File: config.mk
export PLATFORM = sky130hd
export DESIGN_NAME = control_unit
export DESIGN_NICKNAME = d
export VERILOG_FILES = /design/src/rtl/control_unit_pkg.sv /design/src/rtl/control_unit_instr_decoder.sv /design/src/rtl/control_unit.sv
export SDC_FILE = /design/constraint.sdc
export NUM_CORES = 1
export LEC_CHECK = 0
export CORE_MARGIN = 5
export CORE_UTILIZATION = 40
export CTS_CLUSTER_DIAMETER = 80
export CTS_CLUSTER_SIZE = 14
export DETAILED_ROUTE_END_ITERATION = 16
export GPL_TIMING_DRIVEN = 0
export PLACE_DENSITY = 0.71
export SLEW_MARGIN = 25
export SYNTH_ARGS = -nofsm -noshare
export SYNTH_HDL_FRONTEND = slang
export SYNTH_SLANG_ARGS = --single-unit
File: constraint.sdc
create_clock -name clk -period 2.2 [get_ports clk]
set_clock_uncertainty 0.05 [all_clocks]
set_input_delay 0.33 -clock clk [delete_from_list [all_inputs] [get_ports clk]]
set_output_delay 0.33 -clock clk [all_outputs]
set_load 0.01 [all_outputs]
File: src/rtl/control_unit_pkg.sv
// Shared types for the control unit: ALU operation codes, FSM states, opcode constants.
// Latency: n/a (types and constants only).
// Backpressure: n/a.
package control_unit_pkg;

  // Encoding order matches opcodes 0x0-0xB, so an ALU opcode casts directly to alu_op_e.
  typedef enum logic [3:0] {
    ALU_NOP = 4'h0,
    ALU_THR = 4'h1,
    ALU_ADD = 4'h2,
    ALU_SUB = 4'h3,
    ALU_SHL = 4'h4,
    ALU_ROL = 4'h5,
    ALU_SHR = 4'h6,
    ALU_ROR = 4'h7,
    ALU_AND = 4'h8,
    ALU_OR  = 4'h9,
    ALU_XOR = 4'hA,
    ALU_NOT = 4'hB
  } alu_op_e;

  typedef enum logic [2:0] {
    ST_FETCH,
    ST_DECODE,
    ST_EXECUTE,
    ST_FETCH_TGT,
    ST_HALT
  } cu_state_e;

  localparam logic [3:0] OP_NOP = 4'h0;
  localparam logic [3:0] OP_THR = 4'h1;
  localparam logic [3:0] OP_ADD = 4'h2;
  localparam logic [3:0] OP_SUB = 4'h3;
  localparam logic [3:0] OP_SHL = 4'h4;
  localparam logic [3:0] OP_ROL = 4'h5;
  localparam logic [3:0] OP_SHR = 4'h6;
  localparam logic [3:0] OP_ROR = 4'h7;
  localparam logic [3:0] OP_AND = 4'h8;
  localparam logic [3:0] OP_OR  = 4'h9;
  localparam logic [3:0] OP_XOR = 4'hA;
  localparam logic [3:0] OP_NOT = 4'hB;
  localparam logic [3:0] OP_JMP = 4'hC;
  localparam logic [3:0] OP_JZ  = 4'hD;
  localparam logic [3:0] OP_JC  = 4'hE;
  localparam logic [3:0] OP_HLT = 4'hF;

endpackage

File: src/rtl/control_unit_instr_decoder.sv
// Opcode classifier: maps a 4-bit opcode to an ALU op and an instruction class.
// Latency: purely combinational.
// Backpressure: none.
// Ports: opcode in; alu_op (NOP for non-ALU opcodes), is_alu, is_jump, is_halt out.
module instr_decoder
  import control_unit_pkg::*;
(
  input  logic [3:0] opcode,
  output alu_op_e    alu_op,
  output logic       is_alu,
  output logic       is_jump,
  output logic       is_halt
);

  always_comb begin
    alu_op  = ALU_NOP;
    is_alu  = 1'b0;
    is_jump = 1'b0;
    is_halt = 1'b0;
    if (opcode <= OP_NOT) begin
      is_alu = 1'b1;
      alu_op = alu_op_e'(opcode);
    end else if (opcode == OP_HLT) begin
      is_halt = 1'b1;
    end else begin
      // JMP, JZ, JC: the only remaining opcodes
      is_jump = 1'b1;
    end
  end

endmodule

File: src/rtl/control_unit.sv
// Multi-cycle control unit: fetch/decode/execute sequencer for a byte-wide accumulator-style core.
// Latency: ALU op 3 cycles, jump FETCH+DECODE+FETCH_TGT, with zero-wait memory; each memory wait adds a cycle.
// Backpressure: mem_req and mem_addr are held until mem_ack; mem_ack without mem_req is ignored.
// Ports: clk/rst_n (sync, active-low); mem_req/mem_addr/mem_ack/mem_data fetch port;
//        alu_op/alu_is_zero/alu_is_carry ALU control; reg_sel_a/reg_sel_b/reg_we register file;
//        flag_z/flag_c latched flags; pc program counter; halted in HALT.
module control_unit
  import control_unit_pkg::*;
#(
  parameter int DATA_BUS_WIDTH = 8
) (
  input  logic                      clk,
  input  logic                      rst_n,
  output logic                      mem_req,
  output logic [DATA_BUS_WIDTH-1:0] mem_addr,
  input  logic                      mem_ack,
  input  logic [DATA_BUS_WIDTH-1:0] mem_data,
  output alu_op_e                   alu_op,
  input  logic                      alu_is_zero,
  input  logic                      alu_is_carry,
  output logic [1:0]                reg_sel_a,
  output logic [1:0]                reg_sel_b,
  output logic                      reg_we,
  output logic                      flag_z,
  output logic                      flag_c,
  output logic [DATA_BUS_WIDTH-1:0] pc,
  output logic                      halted
);

  localparam logic [DATA_BUS_WIDTH-1:0] PC_ONE = {{(DATA_BUS_WIDTH-1){1'b0}}, 1'b1};

  cu_state_e                 state, state_nxt;
  logic [DATA_BUS_WIDTH-1:0] ir;
  logic [3:0]                opcode;
  alu_op_e                   dec_alu_op;
  logic                      dec_is_alu;
  logic                      dec_is_jump;
  logic                      dec_is_halt;
  logic                      jump_taken;

  assign opcode = ir[7:4];

  instr_decoder u_instr_decoder (
    .opcode  (opcode),
    .alu_op  (dec_alu_op),
    .is_alu  (dec_is_alu),
    .is_jump (dec_is_jump),
    .is_halt (dec_is_halt)
  );

  // Conditional jumps test the flags as left by the last non-NOP ALU op.
  assign jump_taken = (opcode == OP_JMP) ||
                      ((opcode == OP_JZ) && flag_z) ||
                      ((opcode == OP_JC) && flag_c);

  assign mem_addr  = pc;
  assign reg_sel_a = ir[3:2];
  assign reg_sel_b = ir[1:0];
  assign halted    = (state == ST_HALT);

  always_comb begin
    state_nxt = state;
    mem_req   = 1'b0;
    alu_op    = ALU_NOP;
    reg_we    = 1'b0;
    case (state)
      ST_FETCH: begin
        mem_req = 1'b1;
        if (mem_ack) state_nxt = ST_DECODE;
      end
      ST_DECODE: begin
        if (dec_is_alu)       state_nxt = ST_EXECUTE;
        else if (dec_is_jump) state_nxt = ST_FETCH_TGT;
        else if (dec_is_halt) state_nxt = ST_HALT;
      end
      ST_EXECUTE: begin
        alu_op    = dec_alu_op;
        reg_we    = (dec_alu_op != ALU_NOP);
        state_nxt = ST_FETCH;
      end
      ST_FETCH_TGT: begin
        mem_req = 1'b1;
        if (mem_ack) state_nxt = ST_FETCH;
      end
      ST_HALT: state_nxt = ST_HALT;
      default: state_nxt = ST_FETCH;
    endcase
  end

  always_ff @(posedge clk) begin
    if (!rst_n) begin
      // Dominates any same-cycle mem_ack, abandoning an in-flight fetch.
      state  <= ST_FETCH;
      pc     <= '0;
      ir     <= '0;
      flag_z <= 1'b0;
      flag_c <= 1'b0;
    end else begin
      state <= state_nxt;
      case (state)
        ST_FETCH: begin
          if (mem_ack) begin
            ir <= mem_data;
            pc <= pc + PC_ONE;
          end
        end
        ST_EXECUTE: begin
          if (dec_alu_op != ALU_NOP) begin
            flag_z <= alu_is_zero;
            flag_c <= alu_is_carry;
          end
        end
        ST_FETCH_TGT: begin
          if (mem_ack) pc <= jump_taken ? mem_data : pc + PC_ONE;
        end
        default: ;
      endcase
    end
  end

endmodule
==> flow_summary_export.csv <==
group,metric,value,unit
die,ios,42,
detailed_routing,via_per_inst,5.070,
yosys,synth_edf_count,0,
hold_path,min_path_cells,2,
sta,rsz0062_at_grt,"no",
die,dieArea,4494,um2
yosys,yosysUniqueCellTypes,40,
yosys,ys_async_sr_fraction,0,
detailed_routing,num_vias,1237,
die,dieWidth,67.04,um
hold_path,hp-start,"ir[2]$_SDFFE_PN0P_",
clocking,clock-sinks,21,
critical_path,startpoint_type,"flip-flop",
final_layout,area.growth.synth_to_final,39.04,%
sta,slew_violations,0,
clocking,path_clk_slew,0.12,ns
detailed_routing,first_pass_iters,4,
outcome,status,"finished clean",
sta,setup_viol,0,
die,placementRows,20,
yosys,synth.ff_latch_count,21,
critical_path,r2r-end,"mem_addr[6]$_SDFFE_PN0P_",
flow_run,drv_cap,0,
critical_path,worst_r2r_path_depth,5,
sta,max-slew-margin-rel,0.5219,
global_route,antenna_found_initial,0,
yosys,ys.warnings.count,0,
yosys,synth_top_area_cell,"dfxtp_1",
global_route,met3_usage,0.03035,
final_layout,nFillCells,301,
critical_path,crit_fanout,10,
detailed_routing,post_drt_wl_per_cell,12.97,um
global_route,use_met1,0.1832,
die,initial_core_util,0.4228,
power,cellLeakagePower,0.7528,nW
global_route,globalRouteMet2Util,0.2393,
yosys,synthCells,155,
yosys,syn_avg_cell_area,8.395,um2
power,peakVddDrop,275.5,uV
critical_path,reg2reg_slack,0.28,ns
power,p_per_area,444.3,nW/um2
global_route,grt.total_usage,0.1439,
critical_path,crit_arrival,1.72,ns
yosys,synth-seq-area-share,0.3231,
power,p_total,803.8,uW
clocking,numCtsBuffers,3,
yosys,syn_area,1301,um2
place,gp_congestion,0.8141,
clocking,postCtsSetupRepairBufs,0,
clocking,clk_latency,0.30,ns
detailed_routing,drcViolationCount,0,
yosys,syn-num-nets,173,
global_route,gr-total-overflow,0,
global_route,grt_max_degree,13,
sta,finalHoldViolCount,0,
global_route,top_usage_layer,"met2",
hold_path,holdPathEnd,"ir[2]$_SDFFE_PN0P_",
sta,setup_tns,0,ns
sta,worst-slew-pin-transition,0.7117,ns
global_route,first_global_vias,1116,
hold_path,min_path_type,"flip-flop to flip-flop",
critical_path,crit_required,1.82,ns
critical_path,critPathKind,"flip-flop to output port",
place,placedInstanceArea,1767,um2
place,hpwl,2502,um
final_layout,drive_gt1_frac,0.1750,
yosys,synth_top_area_frac,0.3231,
place,numPortBuffers,41,
detailed_routing,drt_iter0_markers,50,
detailed_routing,drt_wl_total,3164,um
sta,fin_crit_sh,0.9548,
yosys,synth_area_leaders,"dfxtp_1, buf_4, nand2_1",
critical_path,worstReg2RegStart,"ir[6]$_SDFFE_PN0P_",
clocking,root_buffer,"clkbuf_4",
final_layout,nets,219,
sta,fmax,476.1,MHz
clocking,tritoncts,"done",
die,fp.coreArea,3078,um2
die,die_h,67.04,um
final_layout,final_area,1809,um2
clocking,clock_path_buffers,2,
critical_path,cp-end-kind,"output port",
yosys,synthFlopType,"dfxtp_1",
sta,fin_crit,2.101,ns
detailed_routing,ant_nets,0,
clocking,htreeDepth,1,
final_layout,antenna_cells,0,
global_route,grt_pass1_wl,5099,um
area by class of cell:
type	instances	area, um2	area share
multi-input combinational	112	743.2	0.4108
timing repair buffer	41	406.6	0.2248
sequential	21	425.4	0.2351
clock buffer	3	22.52	0.01245
clock inverter	1	5.005	0.002766
inverter	4	15.01	0.008299
tap	44	55.05	0.03043
buffer	18	136.4	0.07538
timing repair:
| action | CTS | global route |
|---|---|---|
| hold buffers | 0 | 0 |
| pin swaps | 0 | 1 |
| gates resized for setup | 8 | 10 |
| endpoints found under the setup margin | 5 | 6 |
cells by family after synthesis:
kind of cell	synth area share
and+or+nand+nor	0.2750
AOI/OAI and AO/OA	0.1596
buffers and inverters	0.1135
DFF	0.3231
muxes	0.06154
adders and majority gates	0.04808
xor gates and xnor gates	0.01924
worst max-delay path, stage by stage (launching register included):
cell and delay (ns):
dfxtp_2 0.37, buf_2 0.19, or3b_4 0.45, nor3b_2 0.16
clkdlybuf4s15_2 0.25
cells in the final DEF, fill, tap and decap left out, drive strengths merged, types with 5 or more instances in the layout:
cell type | netlist | final
clkdlybuf4s50 | 0 | 36
nand2 | 27 | 27
dfxtp | 21 | 21
buf | 16 | 16
a21oi | 11 | 11
nand3 | 9 | 9
nor2 | 8 | 8
clkbuf | 2 | 7
mux2i | 5 | 5
ha | 5 | 5
sequential cells by signal, summed over array words and instances (netlist names):
| register | cells |
|---|---|
| mem_addr | 8 |
| state | 3 |
| ir | 8 |
| flag_z | 1 |
| flag_c | 1 |
worst max-delay path by stage:
stage | startpoint | end | slack, ns | cells past startpoint
after global routing | state[0]$_SDFFE_PN0P_ | mem_req | 0.02 | 4
final | state[0]$_SDFFE_PN0P_ | alu_op[0] | 0.1 | 4
after floorplan | ir[6]$_SDFFE_PN0P_ | mem_addr[2]$_SDFFE_PN0P_ | 0.47 | 6
after detailed placement | state[1]$_SDFFE_PN0P_ | alu_op[0] | 0.05 | 4
after CTS | state[0]$_SDFFE_PN0P_ | alu_op[1] | 0.005 | 4
after global placement | state[0]$_SDFFE_PN0P_ | alu_op[1] | 0.09 | 4
stage by stage:
step	setup slack [ns]	util	std cells	hold slack [ns]
3_5_place_dp	0.05029	0.5740	240	0.4030
3_3_place_gp	0.08785	0.5740	240	0.3971
2_1_floorplan	0.4727	-	155	0.3867
6_report	0.09949	0.5878	244	0.4154
4_1_cts	0.004609	0.5846	244	0.4207
5_1_grt	0.02330	0.5878	244	0.4499
cells in the mapped netlist (4+ instances only):
| library cell | instances |
|---|---|
| dfxtp_1 | 21 |
| ha_1 | 5 |
| nand2_1 | 26 |
| a31oi_1 | 4 |
| nor2_1 | 8 |
| a21oi_1 | 10 |
| buf_4 | 13 |
| inv_1 | 4 |
| nand3_1 | 9 |
| nor3_1 | 4 |
| nor3b_1 | 4 |
| o21ai_0 | 4 |
| mux2i_1 | 5 |
routing by layer:
metal | routed length (um) | up-vias
met4 | 32 | 0
met1 | 1470 | 569
met2 | 1488 | 36
met5 | 0 | -
met3 | 172 | 4
li1 | - | 628
report_power, final:
| group | internal (mW) | total (mW) | switching, mW |
|---|---|---|---|
| Sequential | 0.399 | 0.422 | 0.0230 |
| Combinational | 0.101 | 0.190 | 0.0896 |
| Clock | 0.0678 | 0.191 | 0.124 |
| Total | 0.568 | 0.804 | 0.236 |
Power figures use the tool's default switching activity.
